`src/rtl/mito_feeder.sv`:
```
// -----------------------------------------------------------------------------
// mito_feeder
//
// Host-side transmitter for the MITO accelerator load interface. Host words
// are queued in an internal FIFO. A launch command pulses start and then
// streams launch_len words onto mito_input, one per cycle. The block then
// waits for mito_ready_finish and pulses done.
//
// Optional feature macro: MITO_FEEDER_TIMEOUT_EN
//   When defined, a watchdog limits the time spent waiting for
//   mito_ready_finish to TIMEOUT_CYCLES cycles and pulses timeout on expiry.
//   When undefined, timeout is tied to 0 and the wait is unbounded.
//
// Ports
//   clk               : clock, rising edge
//   rst               : asynchronous active-high reset
//   host_wr_valid     : host word valid
//   host_wr_data      : host word
//   host_wr_ready     : FIFO not full (registered)
//   launch            : one-cycle transfer request (honoured in IDLE only)
//   launch_len        : number of words to stream, sampled with launch
//   busy              : state is not IDLE
//   start             : one-cycle start pulse to the accelerator
//   mito_input        : signed stream word to the accelerator
//   mito_valid        : mito_input carries a fresh word this cycle
//   mito_ready_finish : accelerator completion (observed in WAIT only)
//   done              : one-cycle completion pulse
//   underrun          : sticky, FIFO ran empty mid-stream
//   timeout           : one-cycle watchdog pulse
// -----------------------------------------------------------------------------
module mito_feeder #(
    parameter int WORD_WIDTH     = 32,
    parameter int FIFO_DEPTH     = 16,
    parameter int LEN_WIDTH      = 16,
    parameter int TIMEOUT_CYCLES = 4096
) (
    input  logic                         clk,
    input  logic                         rst,
    input  logic                         host_wr_valid,
    input  logic        [WORD_WIDTH-1:0] host_wr_data,
    output logic                         host_wr_ready,
    input  logic                         launch,
    input  logic        [LEN_WIDTH-1:0]  launch_len,
    output logic                         busy,
    output logic                         start,
    output logic signed [WORD_WIDTH-1:0] mito_input,
    output logic                         mito_valid,
    input  logic                         mito_ready_finish,
    output logic                         done,
    output logic                         underrun,
    output logic                         timeout
);

    localparam int AW = (FIFO_DEPTH > 1) ? $clog2(FIFO_DEPTH) : 1;
    localparam logic [AW:0]          DEPTH_C = (AW + 1)'(FIFO_DEPTH);
    localparam logic [LEN_WIDTH-1:0] LEN_ONE = LEN_WIDTH'(1);

    typedef enum logic [1:0] {
        ST_IDLE,
        ST_START,
        ST_STREAM,
        ST_WAIT
    } state_t;

    // FIFO storage and control
    logic [WORD_WIDTH-1:0] r_mem [FIFO_DEPTH];
    logic [AW-1:0]         r_wr_ptr;
    logic [AW-1:0]         r_rd_ptr;
    logic [AW:0]           r_count;
    logic [AW:0]           w_count_nxt;
    logic                  r_wr_ready;
    logic                  w_wr;
    logic                  w_rd;

    // Sequencer state and registered outputs
    state_t                       r_state;
    logic        [LEN_WIDTH-1:0]  r_remain;
    logic                         r_busy;
    logic                         r_start;
    logic signed [WORD_WIDTH-1:0] r_mito_input;
    logic                         r_mito_valid;
    logic                         r_done;
    logic                         r_underrun;

`ifdef MITO_FEEDER_TIMEOUT_EN
    localparam int TW = $clog2(TIMEOUT_CYCLES + 1);
    localparam logic [TW-1:0] TMO_LAST = TW'(TIMEOUT_CYCLES - 1);
    logic [TW-1:0] r_wd_cnt;
    logic          r_timeout;
`else
    // The watchdog limit has no effect in this build.
    logic w_unused_tmo;
    assign w_unused_tmo = (TIMEOUT_CYCLES > 0);
`endif

    assign w_wr = host_wr_valid && r_wr_ready;
    // The first word is fetched while start is high so that it is on the
    // bus the cycle after start.
    assign w_rd = ((r_state == ST_START) || (r_state == ST_STREAM)) &&
                  (r_count != '0);

    always_comb begin
        w_count_nxt = r_count;
        if (w_wr && !w_rd) begin
            w_count_nxt = r_count + 1'b1;
        end else if (!w_wr && w_rd) begin
            w_count_nxt = r_count - 1'b1;
        end
    end

    // FIFO storage: data only, no reset needed.
    always_ff @(posedge clk) begin
        if (w_wr) begin
            r_mem[r_wr_ptr] <= host_wr_data;
        end
    end

    // FIFO pointers, occupancy and registered ready. Ready is derived from
    // the next occupancy, so a read while full frees space one cycle later.
    always_ff @(posedge clk or posedge rst) begin
        if (rst) begin
            r_wr_ptr   <= '0;
            r_rd_ptr   <= '0;
            r_count    <= '0;
            r_wr_ready <= 1'b1;
        end else begin
            if (w_wr) begin
                r_wr_ptr <= r_wr_ptr + 1'b1;
            end
            if (w_rd) begin
                r_rd_ptr <= r_rd_ptr + 1'b1;
            end
            r_count    <= w_count_nxt;
            r_wr_ready <= (w_count_nxt != DEPTH_C);
        end
    end

    // Transfer sequencer with registered outputs.
    always_ff @(posedge clk or posedge rst) begin
        if (rst) begin
            r_state      <= ST_IDLE;
            r_remain     <= '0;
            r_busy       <= 1'b0;
            r_start      <= 1'b0;
            r_mito_input <= '0;
            r_mito_valid <= 1'b0;
            r_done       <= 1'b0;
            r_underrun   <= 1'b0;
`ifdef MITO_FEEDER_TIMEOUT_EN
            r_wd_cnt     <= '0;
            r_timeout    <= 1'b0;
`endif
        end else begin
            r_start      <= 1'b0;
            r_done       <= 1'b0;
            r_mito_valid <= 1'b0;
`ifdef MITO_FEEDER_TIMEOUT_EN
            r_timeout    <= 1'b0;
`endif
            case (r_state)
                ST_IDLE: begin
                    if (launch) begin
                        if (launch_len == '0) begin
                            // Empty transfer completes without touching
                            // the accelerator.
                            r_done <= 1'b1;
                        end else begin
                            r_remain   <= launch_len;
                            r_underrun <= 1'b0;
                            r_start    <= 1'b1;
                            r_busy     <= 1'b1;
                            r_state    <= ST_START;
                        end
                    end
                end

                ST_START, ST_STREAM: begin
                    if (w_rd) begin
                        r_mito_input <= r_mem[r_rd_ptr];
                        r_mito_valid <= 1'b1;
                        r_remain     <= r_remain - 1'b1;
                        if (r_remain == LEN_ONE) begin
                            r_state <= ST_WAIT;
`ifdef MITO_FEEDER_TIMEOUT_EN
                            r_wd_cnt <= '0;
`endif
                        end else begin
                            r_state <= ST_STREAM;
                        end
                    end else begin
                        // Starved: hold the last word, flag it, keep going.
                        r_underrun <= 1'b1;
                        r_state    <= ST_STREAM;
                    end
                end

                ST_WAIT: begin
                    if (mito_ready_finish) begin
                        r_done  <= 1'b1;
                        r_busy  <= 1'b0;
                        r_state <= ST_IDLE;
                    end
`ifdef MITO_FEEDER_TIMEOUT_EN
                    else if (r_wd_cnt == TMO_LAST) begin
                        r_timeout <= 1'b1;
                        r_busy    <= 1'b0;
                        r_state   <= ST_IDLE;
                    end else begin
                        r_wd_cnt <= r_wd_cnt + 1'b1;
                    end
`endif
                end

                default: begin
                    r_busy  <= 1'b0;
                    r_state <= ST_IDLE;
                end
            endcase
        end
    end

    assign host_wr_ready = r_wr_ready;
    assign busy          = r_busy;
    assign start         = r_start;
    assign mito_input    = r_mito_input;
    assign mito_valid    = r_mito_valid;
    assign done          = r_done;
    assign underrun      = r_underrun;
`ifdef MITO_FEEDER_TIMEOUT_EN
    assign timeout       = r_timeout;
`else
    assign timeout       = 1'b0;
`endif

endmodule

```
`config.mk`:
```
export PLATFORM = sky130hd
export DESIGN_NAME = mito_feeder
export DESIGN_NICKNAME = d
export VERILOG_FILES = /design/src/rtl/mito_feeder.sv
export SDC_FILE = /design/constraint.sdc
export NUM_CORES = 1
export LEC_CHECK = 0
export CAP_MARGIN = 20
export CELL_PAD_IN_SITES_DETAIL_PLACEMENT = 1
export CELL_PAD_IN_SITES_GLOBAL_PLACEMENT = 2
export CORE_AREA = 2 2 228 230
export DETAILED_ROUTE_END_ITERATION = 16
export DIE_AREA = 0 0 230 232
export DONT_BUFFER_PORTS = 1
export GPL_ROUTABILITY_DRIVEN = 0
export PLACE_DENSITY_LB_ADDON = 0.12
export SLEW_MARGIN = 0
export SYNTH_ARGS = -nofsm -noshare
export SYNTH_HDL_FRONTEND = slang
export SYNTH_SLANG_ARGS = --single-unit
export TNS_END_PERCENT = 100
```
`constraint.sdc`:
```
create_clock -name clk -period 4.2 [get_ports clk]
set_input_delay 0.84 -clock clk [delete_from_list [all_inputs] [get_ports clk]]
set_output_delay 0.84 -clock clk [all_outputs]
set_load 0.005 [all_outputs]
```
==> reports/metrics.json <==
{
  "cp.arrival": {"value": 3.45, "unit": "ns"},
  "viasPerCell": {"value": 5.65},
  "antenna_found_initial": {"value": 0},
  "rows": {"value": 83},
  "final_net_count": {"value": 1249},
  "delay_heaviest_family_cp": {"value": "simple AND/OR/NAND/NOR gates"},
  "place_worst_setup_slack": {"value": 1.21, "unit": "ns"},
  "postSynth.asyncResetShare": {"value": 11.9, "unit": "%"},
  "peak_ir_drop_on_the_vdd_network": {"value": 0.437, "unit": "mV"},
  "cp_max_stage_cell": {"value": "buf_4"},
  "antennaDiodeCount": {"value": 0},
  "final_critical_path_share_of_the_clock_period": {"value": 69.2, "unit": "%"},
  "drt_first_pass_iters": {"value": 4},
  "min_path_type": {"value": "in2async"},
  "p_per_area": {"value": 714, "unit": "nW/um^2"},
  "multi_input_comb_area": {"value": 5400, "unit": "sq um"},
  "min_period": {"value": 2.91, "unit": "ns"},
  "first_global_vias": {"value": 12014},
  "max_clock_freq": {"value": 344, "unit": "MHz"},
  "synth_top_flop_cell": {"value": "edfxtp_1"},
  "clkLatencyLatePin": {"value": 0.64, "unit": "ns"},
  "crit_path_max_incr_delay": {"value": 0.55, "unit": "ns"},
  "clock_sink_count": {"value": 581},
  "routed-via-count": {"value": 10829},
  "power.static_leakage": {"value": 0.00846, "unit": "uW"},
  "postRouteWirelength": {"value": 51000, "unit": "microns"},
  "core-area": {"value": 50900, "unit": "sq um"},
  "synth_seq_cells": {"value": 581},
  "max-clock-path-buffers": {"value": 3},
  "grt_pass1_wl": {"value": 78100, "unit": "microns"},
  "post_route_cells_drive_above_1_share": {"value": 23.1, "unit": "%"},
  "num_io_pins": {"value": 92},
  "postCtsHoldBufs": {"value": 0},
  "ys.warnings.count": {"value": 0},
  "setup.worst_path.start": {"value": "r_count[1]$_DFF_PP0_"},
  "timing.critical_path.fanout_max": {"value": 43},
  "timing_worst_slew_pin_value": {"value": 0.967, "unit": "ns"},
  "final_report_hold_violation_count": {"value": 0},
  "synthesis.instances": {"value": 1143},
  "fill_cell_count": {"value": 4536},
  "cts_tree": {"value": "built"},
  "path_cells": {"value": "inv_1 -> ha_1 -> or4b_4 -> nand2_2 -> buf_4 -> a31oi_1 -> xnor2_1 -> or4b_1"},
  "result_of_the_run": {"value": "completed"},
  "cts_max_level": {"value": 2},
  "cp.buffers_inverters": {"value": 2},
  "r2r_cells": {"value": 8},
  "cts.root.buffer_cell": {"value": "clkbuf_16"},
  "port_buffers": {"value": 0},
  "postRouteAntennaNets": {"value": 0},
  "die_height": {"value": 232, "unit": "microns"},
  "worst_clock_skew": {"value": 0.0171, "unit": "ns"},
  "initialDrtViolationCount": {"value": 644},
  "synth_edf_count": {"value": 512},
  "dieArea": {"value": 53400, "unit": "sq um"},
  "yosys.cell_types.count": {"value": 62},
  "launching_point_of_the_worst_reg2reg_path": {"value": "r_count[1]$_DFF_PP0_"},
  "grt_overflow": {"value": 0},
  "timing.final.ws_setup": {"value": 1.29, "unit": "ns"},
  "mostFrequentLayoutCell": {"value": "edfxtp_1"},
  "starting_density_of_the_core": {"value": 44.6, "unit": "%"},
  "cts_resized": {"value": 0},
  "most-common-layout-cells": {"value": "edfxtp_1, mux4_2, mux2i_1"},
  "mappedNetlistArea": {"value": 22700, "unit": "sq um"},
  "postCtsSetupBuffers": {"value": 0},
  "cp_data_required_time": {"value": 4.74, "unit": "ns"},
  "critical_path.endpoint_type": {"value": "register"},
  "avgSynthCellArea": {"value": 19.9, "unit": "sq um"},
  "clkTransAtPathRegs": {"value": 0.06, "unit": "ns"},
  "tritoncts.num_buffers": {"value": 61},
  "areaGrowthSynthToFinish": {"value": 13.5, "unit": "%"},
  "finalSetupTns": {"value": 0, "unit": "ns"},
  "drt_drc_violations_left": {"value": 0},
  "fin_worst_hold_slack": {"value": 0.123, "unit": "ns"},
  "ys_seq_area_share": {"value": 75.4, "unit": "%"},
  "pin_count_of_the_biggest_net_entering_global_routing": {"value": 60},
  "timing.max_cap.violations": {"value": 0},
  "routedWlPerCell": {"value": 26.6, "unit": "microns"},
  "synthesis.nets": {"value": 1207},
  "floorplan.die.width": {"value": 230, "unit": "microns"},
  "seq_area": {"value": 17100, "unit": "sq um"},
  "setup_viol_count_final": {"value": 0},
  "place_hpwl": {"value": 30100, "unit": "microns"},
  "maxSlewHeadroom": {"value": 35.5, "unit": "%"},
  "criticalPathCategory": {"value": "reg2reg"},
  "maxSlewViolCount": {"value": 0},
  "worst-path-stages": {"value": 8},
  "grt_setup_unrepaired": {"value": "no"},
  "grt_overall_usage": {"value": 19.8, "unit": "%"},
  "finish.utilization": {"value": 50.6, "unit": "%"},
  "crit_path_launch_type": {"value": "register"}
}
-- worst reg2reg max path, delay by kind of cell, from the launching register on --
family / cells / cell delay (ns)
AOI/OAI and AO/OA: 1 / 0.22
xor gates and xnor gates: 1 / 0.18
adders and majority gates: 1 / 0.19
buffers and inverters: 2 / 0.65
DFF: 1 / 0.42
and+or+nand+nor: 3 / 1.15
-- sequential cells by signal (all words and copies together), names as in the netlist --
name and count:
mito_input 32, underrun 1, busy 1, r_wr_ptr 4, r_rd_ptr 4, r_state 2, r_mem 512, r_count 5
done 1, r_remain 16, host_wr_ready 1, mito_valid 1, start 1
-- final timing paths --
path / end / slack (ns)
worst max-delay path: host_wr_ready$_DFF_PP1_ / 1.29
worst min-delay path: mito_input[20]$_DFFE_PP0P_ / 0.12
worst max register to register: host_wr_ready$_DFF_PP1_ / 1.29
worst min register to register: mito_input[13]$_DFFE_PP0P_ / 0.50
max in group asynchronous: host_wr_ready$_DFF_PP1_ / 3.24
min in group clk: r_mem[11][2]$_DFFE_PP_ / 0.29
-- cell families after synthesis --
kind of cell	Yosys count	synth area share, %
and+or+nand+nor	130	2.98
xor gates and xnor gates	11	0.425
adders and majority gates	12	0.651
other	1	0.0165
buffers and inverters	78	1.45
muxes	196	15.5
DFF	581	75.4
AOI/OAI and AO/OA	134	3.62
-- routing by layer --
| layer | wire length [microns] | vias to the layer above | share of wire, % | GRT usage, % |
|---|---|---|---|---|
| li1 | - | 4757 | - | - |
| met1 | 22300 | 5801 | 44 | 26.2 |
| met2 | 25300 | 192 | 50 | 33.3 |
| met3 | 2260 | 79 | 4.4 | 3.90 |
| met4 | 1150 | 0 | 2.3 | 5.93 |
| met5 | 0 | - | 0 | 0 |
-- power by group --
group | total (uW) | switching [uW] | internal [uW]
registers | 7930 | 777 | 7150
logic | 5250 | 2860 | 2390
clock network | 5210 | 2230 | 2980
-- area by class of cell --
cell class / instances / area share [%]
clock buffers: 86 / 6.53
clock inverters: 28 / 1.03
inverters: 16 / 0.238
multi-input cells: 484 / 21.0
flip-flops and latches: 581 / 66.5
well taps: 680 / 3.30
repair buffers: 41 / 1.49
-- synth_stat cells, types with 2 or more instances --
| library cell | instances | share of area [%] |
|---|---|---|
| a2bb2oi_1 | 6 | 0.23 |
| o21ai_1 | 2 | 0.044 |
| o22ai_1 | 19 | 0.52 |
| o22a_1 | 3 | 0.12 |
| nand2_1 | 30 | 0.50 |
| nor3b_1 | 2 | 0.066 |
| o31ai_1 | 2 | 0.066 |
| a21o_1 | 9 | 0.30 |
| buf_2 | 20 | 0.44 |
| nand3_1 | 9 | 0.20 |
| or4b_1 | 2 | 0.088 |
| edfxtp_1 | 512 | 68 |
| nand4_1 | 6 | 0.17 |
| nor2b_1 | 4 | 0.11 |
| inv_1 | 14 | 0.23 |
| buf_4 | 3 | 0.099 |
| mux2i_1 | 67 | 3.0 |
| mux4_2 | 124 | 12 |
| nor3_1 | 7 | 0.15 |
| a211o_1 | 2 | 0.077 |
| xor2_1 | 2 | 0.077 |
| clkbuf_1 | 22 | 0.36 |
| mux2_2 | 5 | 0.25 |
| nor2_1 | 40 | 0.66 |
| a41oi_1 | 2 | 0.077 |
| or3_1 | 4 | 0.11 |
| a21oi_1 | 37 | 0.82 |
| o21ai_0 | 37 | 0.82 |
| a211oi_1 | 2 | 0.066 |
| xnor2_1 | 9 | 0.35 |
| nor4_1 | 7 | 0.19 |
| ha_1 | 11 | 0.61 |
| dfrtp_1 | 68 | 7.5 |
| nand2b_1 | 5 | 0.14 |
| or4b_4 | 2 | 0.12 |
| buf_1 | 17 | 0.28 |
| o221ai_1 | 4 | 0.15 |
| and2_1 | 2 | 0.055 |
-- per-stage QoR --
step                      cell area (sq um)  cells  total power, uW
after floorplan                       22700   1143            11700
final                                 25800   1916            18400
after detailed placement              23800   1802            13400
after global placement                23800   1802            13300
after CTS                             25800   1916            18700
after global routing                  25800   1916            19400
No activity file was read; power rests on OpenSTA's default activity.
